===== src/rtl/burst_acc_pkg.sv =====
// Shared types and width/limit helpers for the burst accumulator.
// Saturating arithmetic is enabled by defining BURST_ACC_SAT_EN.
package burst_acc_pkg;

  typedef enum logic {
    IDLE,
    ACCUM
  } acc_state_t;

  function automatic int count_w(input int max_burst);
    return $clog2(max_burst + 1);
  endfunction

  function automatic longint sat_max(input int acc_width);
    return (64'sd1 <<< (acc_width - 1)) - 64'sd1;
  endfunction

  function automatic longint sat_min(input int acc_width);
    return -(64'sd1 <<< (acc_width - 1));
  endfunction

endpackage


===== src/rtl/lat_align.sv =====
// DEPTH-stage shift register that delays beat-framing flags so they line up
// with the registered multiplier product.
module lat_align #(
  parameter int DEPTH = 1,
  parameter int W     = 2
) (
  input  logic         clk,
  input  logic         rst,
  input  logic [W-1:0] din,
  output logic [W-1:0] dout
);

  logic [DEPTH-1:0][W-1:0] r_pipe;

  // NOTE: clocked state uses non-blocking assignments so every stage samples
  // the previous stage's pre-edge value; blocking here would collapse the line.
  always_ff @(posedge clk or posedge rst) begin
    if (rst) begin
      r_pipe <= '0;
    end else begin
      r_pipe[0] <= din;
      for (int i = 1; i < DEPTH; i++) r_pipe[i] <= r_pipe[i-1];
    end
  end

  assign dout = r_pipe[DEPTH-1];

endmodule


===== src/rtl/burst_acc.sv =====
// Per-burst signed accumulator behind the multiplier, with a valid/ready
// result register. Define BURST_ACC_SAT_EN for saturating adds and dout_sat.
module burst_acc
  import burst_acc_pkg::*;
#(
  parameter int WIDTH     = 8,
  parameter int MULT_LAT  = 1,
  parameter int MAX_BURST = 16,
  parameter int ACC_WIDTH = 2*WIDTH + 4
) (
  input  logic                                 clk,
  input  logic                                 rst,
  input  logic                                 in_valid,
  input  logic                                 in_last,
  input  logic signed [2*WIDTH-1:0]            din_p,
  output logic                                 out_valid,
  input  logic                                 out_ready,
  output logic signed [ACC_WIDTH-1:0]          dout_acc,
  output logic [$clog2(MAX_BURST+1)-1:0]       dout_count,
  output logic                                 dout_err_len,
  output logic                                 dout_sat,
  output logic                                 err_drop
);

  localparam int CW = count_w(MAX_BURST);

  logic [1:0] w_align;
  logic       w_a_valid, w_a_last;

  // Only a last flag that rides on a valid beat is carried down the line.
  lat_align #(.DEPTH(MULT_LAT), .W(2)) u_lat_align (
    .clk  (clk),
    .rst  (rst),
    .din  ({in_valid, in_valid & in_last}),
    .dout (w_align)
  );
  assign w_a_valid = w_align[1];
  assign w_a_last  = w_align[0];

  acc_state_t                  r_state, w_state_next;
  logic signed [ACC_WIDTH-1:0] r_acc, w_p_ext, w_base, w_sum;
  logic [CW-1:0]               r_count, w_cnt_next;
  logic                        w_complete;

  logic                        r_out_valid, r_err_len, r_err_drop;
  logic signed [ACC_WIDTH-1:0] r_dout_acc;
  logic [CW-1:0]               r_dout_count;

  assign w_p_ext = {{(ACC_WIDTH-2*WIDTH){din_p[2*WIDTH-1]}}, din_p};

`ifdef BURST_ACC_SAT_EN
  localparam logic signed [ACC_WIDTH-1:0] SAT_MAX = ACC_WIDTH'(sat_max(ACC_WIDTH));
  localparam logic signed [ACC_WIDTH-1:0] SAT_MIN = ACC_WIDTH'(sat_min(ACC_WIDTH));
  logic signed [ACC_WIDTH:0] w_wide;
  logic                      w_clamp, w_sat_next, r_sat, r_dout_sat;
`endif

  // NOTE: every combinational output gets a default first, so no path
  // through this block can leave a value unassigned and infer a latch.
  always_comb begin
    w_base     = (r_state == ACCUM) ? r_acc : '0;
`ifdef BURST_ACC_SAT_EN
    // One guard bit exposes overflow; disagreement of the top two bits clamps.
    w_wide     = {w_base[ACC_WIDTH-1], w_base} + {w_p_ext[ACC_WIDTH-1], w_p_ext};
    w_sum      = w_wide[ACC_WIDTH-1:0];
    w_clamp    = 1'b0;
    if (w_wide[ACC_WIDTH] != w_wide[ACC_WIDTH-1]) begin
      w_clamp = 1'b1;
      w_sum   = w_wide[ACC_WIDTH] ? SAT_MIN : SAT_MAX;
    end
    w_sat_next = ((r_state == ACCUM) ? r_sat : 1'b0) | w_clamp;
`else
    w_sum      = w_base + w_p_ext;
`endif
    w_cnt_next   = (r_state == ACCUM) ? r_count + 1'b1 : CW'(1);
    w_complete   = w_a_valid & (w_a_last | (w_cnt_next == CW'(MAX_BURST)));
    w_state_next = r_state;
    if (w_a_valid) w_state_next = w_complete ? IDLE : ACCUM;
  end

  always_ff @(posedge clk or posedge rst) begin
    if (rst) begin
      r_state <= IDLE;
      r_acc   <= '0;
      r_count <= '0;
`ifdef BURST_ACC_SAT_EN
      r_sat   <= 1'b0;
`endif
    end else begin
      r_state <= w_state_next;
      if (w_a_valid) begin
        r_acc   <= w_sum;
        r_count <= w_cnt_next;
`ifdef BURST_ACC_SAT_EN
        r_sat   <= w_sat_next;
`endif
      end
    end
  end

  // A completion only lands if the register is free or being drained now.
  always_ff @(posedge clk or posedge rst) begin
    if (rst) begin
      r_out_valid  <= 1'b0;
      r_dout_acc   <= '0;
      r_dout_count <= '0;
      r_err_len    <= 1'b0;
      r_err_drop   <= 1'b0;
`ifdef BURST_ACC_SAT_EN
      r_dout_sat   <= 1'b0;
`endif
    end else begin
      r_err_drop <= w_complete & r_out_valid & ~out_ready;
      if (w_complete && (!r_out_valid || out_ready)) begin
        r_out_valid  <= 1'b1;
        r_dout_acc   <= w_sum;
        r_dout_count <= w_cnt_next;
        r_err_len    <= ~w_a_last;
`ifdef BURST_ACC_SAT_EN
        r_dout_sat   <= w_sat_next;
`endif
      end else if (r_out_valid && out_ready) begin
        r_out_valid <= 1'b0;
      end
    end
  end

  assign out_valid    = r_out_valid;
  assign dout_acc     = r_dout_acc;
  assign dout_count   = r_dout_count;
  assign dout_err_len = r_err_len;
  assign err_drop     = r_err_drop;
`ifdef BURST_ACC_SAT_EN
  assign dout_sat     = r_dout_sat;
`else
  assign dout_sat     = 1'b0;
`endif

endmodule


===== config.mk =====
export PLATFORM = sky130hd
export DESIGN_NAME = burst_acc
export DESIGN_NICKNAME = d
export VERILOG_FILES = /design/src/rtl/burst_acc_pkg.sv /design/src/rtl/lat_align.sv /design/src/rtl/burst_acc.sv
export SDC_FILE = /design/constraint.sdc
export NUM_CORES = 1
export LEC_CHECK = 0
export BUFFER_PORTS_ARGS = -buffer_cell sky130_fd_sc_hd__buf_2
export CAP_MARGIN = 25
export CORE_ASPECT_RATIO = 1.4
export CORE_UTILIZATION = 55
export CTS_CLUSTER_SIZE = 12
export DETAILED_ROUTE_END_ITERATION = 6
export HOLD_SLACK_MARGIN = 0.15
export PLACE_DENSITY = 0.78
export SYNTH_ARGS = -nofsm -noshare
export SYNTH_HDL_FRONTEND = slang
export SYNTH_SLANG_ARGS = --single-unit

===== constraint.sdc =====
create_clock -name clk -period 3.2 [get_ports clk]
set_input_delay 0.64 -clock clk [delete_from_list [all_inputs] [get_ports clk]]
set_output_delay 0.64 -clock clk [all_outputs]
set_load 0.01 [all_outputs]

# Yosys cells after proc, flatten, opt, wreduce, memory -nomap -nowiden
# Cells that the tools add are included.
# Widths: inputs -> output; s select.
# op_classes
add_sub_neg	2
eq_ne	1
mux	5
bitwise	7
reduce_logical	5
# op_table
cell	n
$add 20x16->20	1
$mux 20	1
$add 5x1->5 const B	1
$eq 5x5->1 const B	1
$mux 5	1
$and 1x1->1	4
$mux 1	3
$logic_and 1x1->1	2
$not 1->1	2
$reduce_bool 2->1	1
$logic_not 1->1	1
$logic_or 1x1->1	1
$or 1x1->1	1
# totals
reg_bits	56
in_bits	21
word_cells	29

# Depth between registers and ports, before layout
# depth
word_depth	7
ltp_mapped	12

# Cells and area by module
# From an unflattened synthesis, not the netlist that was laid out.
# unflattened
cells_unflattened	290
area_unflattened_um2	3178.0
# by_module_without_submodules
module	n_inst	cells_per_inst	area_each_um2	seq_area_each_um2
burst_acc	1	287	3124.2	1351.3
lat_align	1	3	53.8	50.0

# Worst setup path after synthesis
# No wires, ideal clock.
# synth_timing
path_type	register -> register
start	register r_state
end	register r_acc[18]
t_arrival_ns	2.698
setup_slack_ns	0.377
stages_incl_launch_ff	12
synth_period_minus_slack_ns	2.823
path_cell_list	dfrtp_1 -> clkbuf_1 -> clkbuf_1 -> and2_1 -> ha_1 -> a21o_1 -> a31o_1 -> a211o_1 -> a31o_1 -> a221oi_2 -> xnor2_1 -> mux2_2
# synth_between
elab_chain_cells	2
# synth_rtl
element	line_no	rtl
from (decl)	burst_acc.sv:40	acc_state_t r_state, w_state_next;
from (signal assigned)	burst_acc.sv:90	r_state <= w_state_next;
$mux 20	burst_acc.sv:61	w_base = (r_state == ACCUM) ? r_acc : '0;
$add 20x16->20	burst_acc.sv:73	w_sum = w_base + w_p_ext;
to (signal assigned)	burst_acc.sv:92	r_acc <= w_sum;
to (decl)	burst_acc.sv:41	logic signed [ACC_WIDTH-1:0] r_acc, w_p_ext, w_base, w_sum;
# No other way between the ends.
# A chain may end at the register's enable or synchronous reset.

# Worst setup path in the final report
# Same ends and word-level chain as after synthesis.

==> metrics <==
H-tree levels 2; Final ANT Viol Nets 0; VDD IR max 0.000566 V; Setup CP Type reg -> reg; dpl hpwl 4650 um; post-route cell area 0.00362 mm2; Core Region 0.00553 mm2; vias per inst 5.58; DIE WIDTH 66.2 um; final wirelength 6160 um; vias in the first global route 2331; worst reg2reg path depth 10; first-pass GRT wire length 10500 um; Reg clk slew, reported paths 0.10 ns; Die Y 91.9 um; sequential area share after synthesis 44.1%; Tcrit/Tclk final 92.1%; io pins 50; Final Critical Period 2.95 ns; clock sinks 56; port bufs 48; drt pass-1 iters 4; DR vias 2281; fraction of layout instances using a drive strength above 1 31.4%; Synth area leaders dfrtp_1 (44%), mux2_2 (13%), ha_1 (7.9%), and2_1 (4.7%), xnor2_1 (3.6%); Crit. End Element flop; power per cell area 950 mW/mm2; DP Cell Count 401; met3 Use GR 3.61%; ys async rst share 100%; met1 Use GR 25.6%; syn_area_per_cell 11.0 um2; gr usage total 22.5%; Fmax achieved 339 MHz; wire per inst 15.1 um; Hold Crit Class in -> async; leading area contributor after synthesis dfrtp_1; antenna cells 0; GRT met2 Usage 41.5%; Root Driver clkbuf_8; grt ovf 0; Area after DPL 0.00351 mm2; status finished, final reports clean; row cnt 32; Residual DRC 0; grt peak-use layer met2; postcts setup bufs 0; # hold bufs at CTS 0; Max Root-Sink Buffers 2; max_slew headroom 55.7%; die area 0.00608 mm2; Post-synth EDFFs 0; Main synth FF type dfrtp_1; Setup crit start r_state; Clock Latency Late Sink 0.31 ns; Hold Vio Cnt, Final 0; Slew Viols, Final 0; Mapped Nets 331; Synth top area share 44.1%; Ys Warns 0; RR Startpoint r_state; TritonCTS clock tree done; RSZ-0062 raised after global routing no; Synth Instances 289; Starting Density 57.5%; Cell variety after synth 48; leak pwr 1.71 nW; top-count cell post-synth dfrtp_1; startpoint types flop; Routability Congestion 0.872; Num CTS Buffers 5; CP Data Arrival Time 3.14 ns; clock skew 0.0106 ns; non-filler cells, final 409; Tightest Pin Transition 0.664 ns; Max Fanout on Critical Path 20; layout filler cell count 454; WP data required 3.40 ns; final setup vio count 0; FF+latch count, synth 56; largest net degree at the start of global routing 34; Tot Pwr 3.44 mW; Resized cells post-CTS 0; Layout area overhead 14.0%; initial drt markers 107; max-cap check violation count 0; Netlist Area Pre-Place 0.00317 mm2; Final #Nets 382; final setup TNS 0 ns; most common library cells after synthesis dfrtp_1 (56), mux2_2 (38), and2_1 (24); initial antenna violation count 0
per-layer routing:
layer,vias to the layer above,part of all wire (%)
met3,8,2.6
met4,0,1.7
li1,1125,-
met2,38,56
met5,-,0
met1,1110,40
registers in the layout, indices dropped and copies added, names as in the netlist, 2 cells and up:
| register | count |
|---|---|
| dout_acc | 20 |
| dout_count | 5 |
| r_acc | 20 |
| r_count | 5 |
| u_lat_align.dout | 2 |
area by class of cell:
cell class / count / area, um2 / area share (%)
multi-input combinational: 216 / 1710 / 47.2
clock buffer: 6 / 72.6 / 2.01
clock inverter: 2 / 35.0 / 0.968
tap: 68 / 85.1 / 2.35
inverter: 6 / 22.5 / 0.622
timing repair buffer: 55 / 293 / 8.09
sequential: 56 / 1400 / 38.8
through the flow:
stage               hold WS [ns]  utilization (%)  setup slack (ns)
detailed placement         0.456             63.5             0.142
CTS                        0.435             65.5             0.130
global route               0.437             65.5             0.105
finish                     0.415             65.5             0.254
global placement           0.457             63.5             0.164
floorplan                  0.427                -             0.377
layout by cell type, fill, tap and decap left out, types with 5 or more instances in the layout:
cell	synthesis	layout
a21oi_1	20	20
and2_1	24	24
buf_2	2	48
buf_4	1	7
clkbuf_8	0	5
dfrtp_1	56	55
ha_1	20	20
inv_1	6	5
mux2_2	38	38
nand2_1	9	9
nand3_1	6	6
nor2_1	15	15
o21ai_0	9	9
xnor2_1	13	13
xor2_1	7	7
report_power, final:
| part | internal (mW) | leakage, nW | total (mW) | switching [mW] |
|---|---|---|---|---|
| clock network | 0.233 | 0.0552 | 0.456 | 0.224 |
| logic | 0.890 | 0.998 | 1.77 | 0.881 |
| registers | 1.03 | 0.658 | 1.21 | 0.177 |
| total | 2.16 | 1.71 | 3.44 | 1.28 |
final timing paths:
check / end / slack [ns]
max in group asynchronous: r_state / 2.10
min in group clk: u_lat_align.dout[1] / 0.44
worst min register to register: dout_err_len / 0.46
worst max-delay path: r_acc[18] / 0.25
worst max register to register: r_acc[18] / 0.25
worst min-delay path: dout_err_len / 0.41
cells by family after synthesis:
family          synth area share (%)
other cells                    0.118
mux                             15.3
simple gates                    13.0
compound gates                  11.2
buf+inv                         2.21
flops                           44.1
xor+xnor                        5.52
fa+ha+maj                       8.51
critical path, cell delays in order, from the launching register on:
cell and delay, ns:
dfrtp_2 0.53, and2_1 0.19, ha_1 0.21, fa_1 0.41, a21oi_1 0.19, o21ai_0 0.13
o22ai_1 0.26, o21ai_1 0.20, a221oi_2 0.33, xnor2_1 0.12, mux2_2 0.27
No activity file was read; power rests on OpenSTA's default activity.
